### config.mk
export PLATFORM = sky130hd
export DESIGN_NAME = pc_unit
export DESIGN_NICKNAME = d
export VERILOG_FILES = /design/src/rtl/pc_unit.sv
export SDC_FILE = /design/constraint.sdc
export NUM_CORES = 1
export LEC_CHECK = 0
export ABC_AREA = 1
export CAP_MARGIN = 20
export CORE_MARGIN = 3
export CORE_UTILIZATION = 51
export CTS_CLUSTER_SIZE = 30
export DETAILED_ROUTE_END_ITERATION = 8
export DONT_BUFFER_PORTS = 1
export PLACE_DENSITY = 0.66
export SLEW_MARGIN = 20
export SYNTH_ARGS = -nofsm -noshare
export SYNTH_HDL_FRONTEND = slang
export SYNTH_SLANG_ARGS = --single-unit
### constraint.sdc
create_clock -name clk -period 3.2 [get_ports clk]
set_input_delay 0.64 -clock clk [delete_from_list [all_inputs] [get_ports clk]]
set_output_delay 0.64 -clock clk [all_outputs]
set_load 0.005 [all_outputs]
### src/rtl/pc_unit.sv
// Program-counter unit: selects the next instruction address from sequential, branch,
// jump, call or return-address-stack sources, with stall and sticky error flags.
module pc_unit #(
   parameter int WIDTH      = 8,
   parameter int STEP       = 1,
   parameter int RESET_ADDR = 0,
   parameter int RAS_DEPTH  = 4
) (
   input  logic                           clk,
   input  logic                           rst,
   input  logic                           stall,
   input  logic                           branch_taken,
   input  logic [WIDTH-1:0]               branch_target,
   input  logic                           jump,
   input  logic                           call,
   input  logic                           ret,
   input  logic [WIDTH-1:0]               jump_target,
   output logic [WIDTH-1:0]               out,
   output logic [WIDTH-1:0]               pc_plus,
   output logic [$clog2(RAS_DEPTH):0]     ras_count,
   output logic                           ras_empty,
   output logic                           ras_full,
   output logic                           ovf,
   output logic                           unf,
   output logic                           cmd_err
);

   localparam int PW = $clog2(RAS_DEPTH);
   localparam int CW = PW + 1;

   // Power-up value comes from the declaration, so the PC is defined before the first reset.
   logic [WIDTH-1:0] pc_q = WIDTH'(RESET_ADDR);
   logic [PW-1:0]    top_q;
   logic [CW-1:0]    count_q;
   logic             ovf_q;
   logic             unf_q;
   logic             err_q;
   logic [WIDTH-1:0] ras [RAS_DEPTH];

   logic             illegal;
   logic             do_push;
   logic [PW-1:0]    top_inc;

   assign pc_plus   = pc_q + WIDTH'(STEP);
   assign out       = pc_q;
   assign ras_count = count_q;
   assign ras_empty = (count_q == '0);
   assign ras_full  = (count_q == CW'(RAS_DEPTH));
   assign ovf       = ovf_q;
   assign unf       = unf_q;
   assign cmd_err   = err_q;

   // top_q points at the most recent entry; the slot after it is where a push lands,
   // which is also the oldest entry once the stack is full.
   assign top_inc = top_q + PW'(1);

   always_comb begin
      illegal = (ret & call) | (ret & jump) | (call & jump);
      do_push = ~rst & ~stall & ~illegal & ~ret & call;
   end

   // NOTE: the stack array has no reset; entries beyond count are never read, so
   // clearing the count is enough and keeps the array free to map onto plain storage.
   always_ff @(negedge clk) begin
      if (do_push)
         ras[top_inc] <= pc_plus;
   end

   // NOTE: all state uses non-blocking assignments so every branch sees the
   // pre-edge values of pc_q, top_q and count_q.
   always_ff @(negedge clk) begin
      if (rst) begin
         pc_q    <= WIDTH'(RESET_ADDR);
         top_q   <= '0;
         count_q <= '0;
         ovf_q   <= 1'b0;
         unf_q   <= 1'b0;
         err_q   <= 1'b0;
      end else if (!stall) begin
         if (illegal) begin
            err_q <= 1'b1;
            pc_q  <= pc_plus;
         end else if (ret) begin
            if (count_q != '0) begin
               pc_q    <= ras[top_q];
               top_q   <= top_q - PW'(1);
               count_q <= count_q - CW'(1);
            end else begin
               pc_q  <= pc_plus;
               unf_q <= 1'b1;
            end
         end else if (call) begin
            pc_q  <= jump_target;
            top_q <= top_inc;
            if (ras_full)
               ovf_q <= 1'b1;
            else
               count_q <= count_q + CW'(1);
         end else if (jump) begin
            pc_q <= jump_target;
         end else if (branch_taken) begin
            pc_q <= branch_target;
         end else begin
            pc_q <= pc_plus;
         end
      end
   end

endmodule

==> impl_summary.log, run 1 <==
INFO  metric postCtsHoldBufs = 0
INFO  metric insertion_delay = about 380 ps
INFO  metric mappedNetlistNets = 349
INFO  metric hold_viol_final = 0
INFO  metric die-width = between 70 and 80 um
INFO  metric min-delay-path-class = reg -> reg
INFO  metric run_status = finished with violations
INFO  metric tightestPinTransition = between 500 and 600 ps
INFO  metric core_region_area = just under 5000 um^2
INFO  metric power_per_cell_area = about 450 nW/um^2
INFO  metric grt_max_degree = 18
INFO  metric detailedRoute.firstIterationViolations = around 200
INFO  metric vias_in_the_first_global_route = around 2500
INFO  metric utilization_after_layout = approximately three quarters
INFO  metric number_of_nets_at_the_end_of_the_flow = approximately 460
INFO  metric cts-root-to-sink-buffers = 2
INFO  metric worst_ep_required_time = between 2000 and 3000 ps
INFO  metric initial_core_util = between 50% and 60%
INFO  metric drtAntennaViolNets = 0
INFO  metric setup_repair_after_global_routing_missed_its_margin = true
INFO  metric clkSlewWorstSetupHoldPaths = 40 ps
INFO  metric worst-path-buf-inv = 3
INFO  metric synth_cell_types = 30
INFO  metric post_drt_wl_per_cell = 15.5 um
INFO  metric irDropWorstVdd = ~0.27 mV
INFO  metric timing_max_transition_violations_final = 0
INFO  metric syn-mean-instance-area = around 8.1 um^2
INFO  metric number_of_core_rows = 25
INFO  metric clock-sinks = 50
INFO  metric fin_ws = -425 ps
INFO  metric cts-htree-levels = 2
INFO  metric root_buffer = clkbuf_8
INFO  metric area_occupied_by_multi_input_gates = ~1300 um^2
INFO  metric worstSetupStartpointType = flop
INFO  metric critPathTopFamily = flip-flops
INFO  metric remaining_drc_errors = 0
INFO  metric detailedRoute.firstPassIterationCount = 5
INFO  metric timing.critical_path.mode_cell = buf_6
INFO  metric antenna_cells = 0
INFO  metric syn-instance-count = 320
INFO  metric syn-cell-area = roughly 2600 um^2
INFO  metric hold_slack = ~480 ps
INFO  metric number_of_antenna_violations_at_the_first_check_in_global_routing = 0
INFO  metric wirelength = 7650 um
INFO  metric crit_path_max_incr_delay = 360 ps
INFO  metric skew = between 20 and 30 ps
INFO  metric dpl-instance-area = 2970 um^2
INFO  metric failing_checks = negative setup slack
INFO  metric cap_violations = 0
INFO  metric fillerInstances = 339
INFO  metric setup_viol_count_final = 9
INFO  metric tightest_slew_margin_relative_to_the_limit = between 60% and 70%
INFO  metric place.port_buffers = 0
INFO  metric gp_congestion = roughly 0.86
INFO  metric power.static_leakage = around 1.7 nW
INFO  metric postSynthRegisterBits = 50
INFO  metric ys_seq_area_share = between 50% and 60%
INFO  metric cts-buffers-inserted = 5
INFO  metric crit_path_top_delay_cell = dfxtp_4
INFO  metric syn2layout_area_growth = 39.0%
INFO  metric critical_path.max_fanout = 4
INFO  metric die_area = around 6000 um^2
INFO  metric combined_flip_flop_and_latch_cell_area = ~1300 um^2
INFO  metric clock_tree_from_tritoncts = done
INFO  metric grt.total_usage = roughly a quarter
INFO  metric detailed_place_hpwl = 4930 um
INFO  metric dieHeight = approximately 77 um
INFO  metric post-place-ws = -140 ps
INFO  metric critical_path.endpoint_type = primary output
INFO  metric stdcell_area = ~3600 um^2
INFO  metric vias_per_cell = 5.29
INFO  metric route.vias.total = about 2600
INFO  metric timing.critical_path.cells = ha_4 > buf_6 > inv_4 > nand2_2 > buf_6 > and2_4
INFO  metric post_route_cells_drive_above_1_share = slightly below 30%
INFO  metric grt_pass1_wl = ~12000 um
INFO  metric yosysWarnings = 0
INFO  metric worstSetupPathType = reg -> out
INFO  metric crit_arrival = 2990 ps
INFO  metric ios = 47
INFO  metric sum_of_overflow_across_all_layers_after_global_routing = 0
==> layout make-up <==
| class | instances | area share [%] |
|---|---|---|
| Clock inverter | 53 | 5.72 |
| Multi-Input combinational cell | 224 | 35.1 |
| Clock buffer | 5 | 1.91 |
| Inverter | 34 | 3.68 |
| Tap cell | 67 | 2.32 |
| Timing Repair Buffer | 61 | 14.0 |
| Sequential cell | 50 | 37.2 |
==> placed cells by master (no fill, tap or decap), drive strengths merged <==
cell	synthesis	final
nand2	104	104
inv	34	85
buf	8	61
nand3	48	48
edfxtp	32	32
nor2	31	31
dfxtp	18	18
a21oi	11	11
o21ai	8	8
clkbuf	3	5
ha	5	5
xnor2	4	4
nand4	3	3
o211ai	2	2
a22oi	2	2
nor3	2	2
clkinv	1	2
a31oi	1	1
xor2	1	1
and2	1	1
fa	1	1
==> Yosys cell counts <==
| cell type | n | area [um^2] |
|---|---|---|
| buf_2 | 5 | 25.0 |
| nor2_4 | 1 | 11.3 |
| o21ai_0 | 7 | 35.0 |
| xnor2_1 | 4 | 35.0 |
| ha_1 | 5 | 62.6 |
| fa_1 | 1 | 20.0 |
| nor2_1 | 27 | 101 |
| o211ai_1 | 2 | 15.0 |
| clkbuf_1 | 3 | 11.3 |
| nand3_2 | 1 | 10.0 |
| a22oi_1 | 2 | 15.0 |
| a21oi_2 | 2 | 17.5 |
| a31oi_1 | 1 | 6.26 |
| inv_1 | 28 | 105 |
| nand4_1 | 2 | 12.5 |
| and2_1 | 1 | 6.26 |
| nor2_2 | 3 | 18.8 |
| o21ai_2 | 1 | 8.76 |
| dfxtp_1 | 18 | 360 |
| a21oi_1 | 9 | 45.0 |
| nand3_1 | 47 | 235 |
| nor3_1 | 2 | 10.0 |
| inv_2 | 6 | 22.5 |
| xor2_1 | 1 | 8.76 |
| nand2_1 | 103 | 387 |
| nand2_4 | 1 | 11.3 |
| clkinv_1 | 1 | 3.75 |
| edfxtp_1 | 32 | 961 |
| nand4_2 | 1 | 12.5 |
| buf_4 | 3 | 22.5 |
==> timing repair <==
action | in CTS | in global routing
gates resized for setup | 40 | 14
setup endpoints to repair | 10 | 11
pin swaps | 10 | 8
setup buffers | 22 | 2
==> power breakdown <==
group	switching, W	internal, W	leakage (nW)
logic	0.000153	0.000128	0.961
registers	0.0000254	0.000709	0.445
clock network	0.000381	0.000235	0.316
==> cells by family after synthesis <==
kind of cell	Yosys count	share of synthesized area (%)
compound gates	24	5.49
flops	50	50.9
fa+ha+maj	6	3.18
buf+inv	46	7.32
simple gates	189	31.4
xor+xnor	5	1.69
==> path summary, 6_finish.rpt <==
check        cells after the start          to  slack (ps)   start
min reg2reg                      2         unf         480     unf
max reg2reg                     28      out[2]        -340  out[0]
min                              2         unf         480     unf
max                              6  pc_plus[2]        -430  out[0]
==> metal layers <==
metal	wire (um)	global-route usage, %
met5	0	0
met4	186	12.8
met2	3880	41.4
met3	664	10.3
met1	2910	29.8
==> metrics by stage <==
stage	setup TNS [ps]	power, W	std cells
2_1_floorplan	-14120	0.000974	320
3_3_place_gp	-3480	0.00105	413
3_5_place_dp	-4320	0.00105	413
4_1_cts	-1870	0.00162	492
5_1_grt	-2740	0.00175	494
6_report	-2120	0.00163	494
==> worst register-to-register path, delay by kind of cell (launching register included) <==
family	cells	cell delay, ps
buffers and inverters	20	2350
AND/OR/NAND/NOR	6	380
flip-flops	1	360
AO/OA/AOI/OAI	1	150
adder cells (fa/ha/maj)	1	180
==> flip-flops by register name, summed over array words and instances (netlist names), named ones only <==
name       count
ras           32
out            8
ras_count      3
top_q          2
cmd_err        1
ovf            1
unf            1
(Power assumes the default switching activity.)
==> inputs of run 2 (changes only) <==
Settings changed: ABC_AREA 1 to unset.
==> run 2 against run 1 <==
Effect of this change: the flow still finishes with violations (negative setup slack); combinational power decreased by 22%; area after synthesis shrank 6.5%; via count down 22%; sequential power is essentially flat; non-clock buffer count down 28; die area fell by 6.0%; total power decreased by 2.3%; critical endpoint is now pc_plus[6]; highest routed layer unchanged.
==> impl_summary.log, run 2 <==
INFO  metric detailedRoute.firstIterationViolations = 183
INFO  metric synth_cell_types = 38
INFO  metric synth.top_cells.by_count = 32 x edfxtp_1, 19 x nand2_1, 18 x dfxtp_1
INFO  metric layout.cells.most_common_list = 56 x inv_1, 32 x edfxtp_1, 24 x buf_4, 19 x nand2_1
INFO  metric dieHeight = 75.0 um
INFO  metric vias_per_cell = 5.88
INFO  metric vias_in_the_first_global_route = between 2000 and 2500
INFO  metric insertion_delay = approximately 390 ps
INFO  metric critical_path.max_fanout = 2
INFO  metric largest-register = ras
INFO  metric tightest_slew_margin_relative_to_the_limit = roughly 58%
INFO  metric clkSlewWorstSetupHoldPaths = 50 ps
INFO  metric setup_repair_after_global_routing_missed_its_margin = true
INFO  metric wirelength = roughly 6400 um
INFO  metric sum_of_overflow_across_all_layers_after_global_routing = 0
INFO  metric cap_violations = 0
INFO  metric post_route_cells_drive_above_1_share = between 20% and 30%
INFO  metric initial_core_util = a little over half
INFO  metric synth_top_cells_by_area = edfxtp_1 40%, dfxtp_1 15%, mux4_2 7.4%
INFO  metric detailed_place_hpwl = 4590 um
INFO  metric worst-path-buf-inv = 0
INFO  metric netlist.top_cell.by_area = edfxtp_1
INFO  metric die-width = about 75 um
INFO  metric yosysWarnings = 0
INFO  metric remaining_drc_errors = 0
INFO  metric setup_viol_count_final = 10
INFO  metric syn2layout_area_growth = 30.2%
INFO  metric synth.top_cell.area_share = 39.6%
INFO  metric power.static_leakage = roughly 1.3 nW
INFO  metric clock-sinks = 50
INFO  metric critical_path.endpoint_type = primary output
INFO  metric root_buffer = clkbuf_8
INFO  metric stdcell_area = around 3200 um^2
INFO  metric number_of_antenna_violations_at_the_first_check_in_global_routing = 0
INFO  metric placed_cells = ~280
INFO  metric die_area = approximately 5600 um^2
INFO  metric number_of_core_rows = 24
INFO  metric route.vias.total = 2030
INFO  metric worstSetupPathType = reg -> out
INFO  metric mappedNetlistNets = between 200 and 250
INFO  metric detailedRoute.firstPassIterationCount = 4
INFO  metric synthMostInstantiatedCell = edfxtp_1
INFO  metric tightestPinTransition = about 630 ps
INFO  metric place.port_buffers = 0
INFO  metric min-delay-path-class = reg -> reg
INFO  metric crit_path_top_delay_cell = dfxtp_2
INFO  metric asyncSetResetFlopFracSynth = 0%
INFO  metric number_of_nets_at_the_end_of_the_flow = 321
INFO  metric skew = 28.4 ps
INFO  metric cts-root-to-sink-buffers = 2
INFO  metric ios = 47
INFO  metric post-place-ws = -394 ps
INFO  metric crit_arrival = ~3000 ps
INFO  metric fin_setup_tns = -2270 ps
INFO  metric gp_congestion = approximately 0.9
INFO  metric syn-cell-area = 2430 um^2
INFO  metric post_drt_wl_per_cell = 18.7 um
INFO  metric timing.critical_path.cells = nand4_1 > nor2_2 > xor2_2
INFO  metric failing_checks = negative setup slack
INFO  metric timing_max_transition_violations_final = 0
INFO  metric synth_flop_cell = edfxtp_1
INFO  metric syn-instance-count = about 220
INFO  metric core_region_area = between 4000 and 5000 um^2
INFO  metric syn-mean-instance-area = 11.2 um^2
INFO  metric cts-buffers-inserted = 5
INFO  metric largest_register_ff_count = 32
INFO  metric fillerInstances = ~320
INFO  metric antenna_cells = 0
INFO  metric number_of_enable_type_register_cells_in_the_synthesized_netlist = 32
INFO  metric drtAntennaViolNets = 0
INFO  metric worstSetupStartpointType = flop
INFO  metric worst_ep_required_time = roughly 2600 ps
INFO  metric critPathTopFamily = simple AND/OR/NAND/NOR gates
INFO  metric grt_pass1_wl = between 10000 and 15000 um
INFO  metric irDropWorstVdd = ~0.4 mV
INFO  metric power_per_cell_area = 505 nW/um^2
INFO  metric run_status = finished with violations
INFO  metric fin_cells = around 350
INFO  metric grt_max_degree = 21
INFO  metric hold_viol_final = 0
INFO  metric clock_tree_from_tritoncts = done
INFO  metric postSynthRegisterBits = 50
INFO  metric fin_ws = -394 ps
INFO  metric final_common_cell = inv_1
INFO  metric crit_path_max_incr_delay = about 350 ps
INFO  metric ys_seq_area_share = 54.4%
INFO  metric cts-htree-levels = 2
INFO  metric dpl-instance-area = roughly 2700 um^2
INFO  metric grt.total_usage = approximately a quarter
## run 2: cell count changes in the layout (fill, tap and decap cells not counted), moves of 6 or more
| cell | before | now |
|---|---|---|
| inv_1 | 75 | 56 |
| nand2_1 | 94 | 19 |
| a21oi_1 | 8 | 15 |
| mux4_2 | 0 | 8 |
| nand3_1 | 41 | 9 |
| nor2_1 | 21 | 15 |
| inv_2 | 7 | 0 |
| nand2_2 | 7 | 0 |
| buf_4 | 53 | 24 |
## run 2: worst paths after layout
kind / cells past startpoint / from / end / slack (ps)
worst max-delay path: 3 / out[4] / pc_plus[6] / -390
worst min-delay path: 2 / ovf / ovf / 460
worst max register to register: 5 / flop / out[7] / 1400
worst min register to register: 2 / ovf / ovf / 460
## run 2: cell type report
cell class | instances | area, um^2 | area share (%)
flip-flops and latches | 50 | 1340 | 42.4
multi-input cells | 143 | 1140 | 36.1
repair buffers | 33 | 282 | 8.91
clock inverters | 53 | 219 | 6.93
clock buffers | 5 | 68.8 | 2.18
well taps | 52 | 65.1 | 2.06
inverters | 9 | 45.0 | 1.43
## run 2: timing repair
item | CTS | global route
hold buffers | 0 | 0
resized for setup | 25 | 4
pin swaps | 9 | 9
setup buffers | 3 | 1
setup endpoints to repair | 27 | 44
## run 2: logic make-up after synthesis
logic type,share of synthesized area [%]
flip-flops,54.4
multiplexers,8.66
buffers and inverters,3.81
AO/OA/AOI/OAI,12.9
XOR/XNOR,3.61
AND/OR/NAND/NOR,12.7
adder cells (fa/ha/maj),3.87
## run 2: power breakdown
group	internal [W]	switching [W]
clock network	0.000244	0.000399
registers	0.000711	0.0000212
logic	0.000106	0.000114
total	0.00106	0.000533
## run 2: stage by stage
step	util, %	hold WS (ps)	power, W
2_1_floorplan	-	438	0.000974
3_3_place_gp	60.8	459	0.00103
3_5_place_dp	60.8	456	0.00104
4_1_cts	70.1	466	0.00162
5_1_grt	70.6	484	0.00172
6_report	70.6	463	0.00159
## run 2: metal layers
| layer | track usage, % | wire, um | up-vias |
|---|---|---|---|
| li1 | - | - | 942 |
| met5 | 0 | 0 | - |
| met2 | 39.7 | 3280 | 106 |
| met3 | 11.2 | 717 | 7 |
| met1 | 29.5 | 2370 | 975 |
| met4 | 10.5 | 74 | 0 |
## run 2: worst register-to-register path: stages (launching register included)
cell and delay (ps):
dfxtp_1 640, mux4_2 580, a21oi_1 160, a31oi_1 60, a21oi_1 140, o22ai_1 100
==> inputs of run 3 (changes only) <==
Settings changed: CTS_CLUSTER_SIZE 30 to unset.
==> results of run 3 <==
Final layout, timing and power as in run 2 (identical DEF).
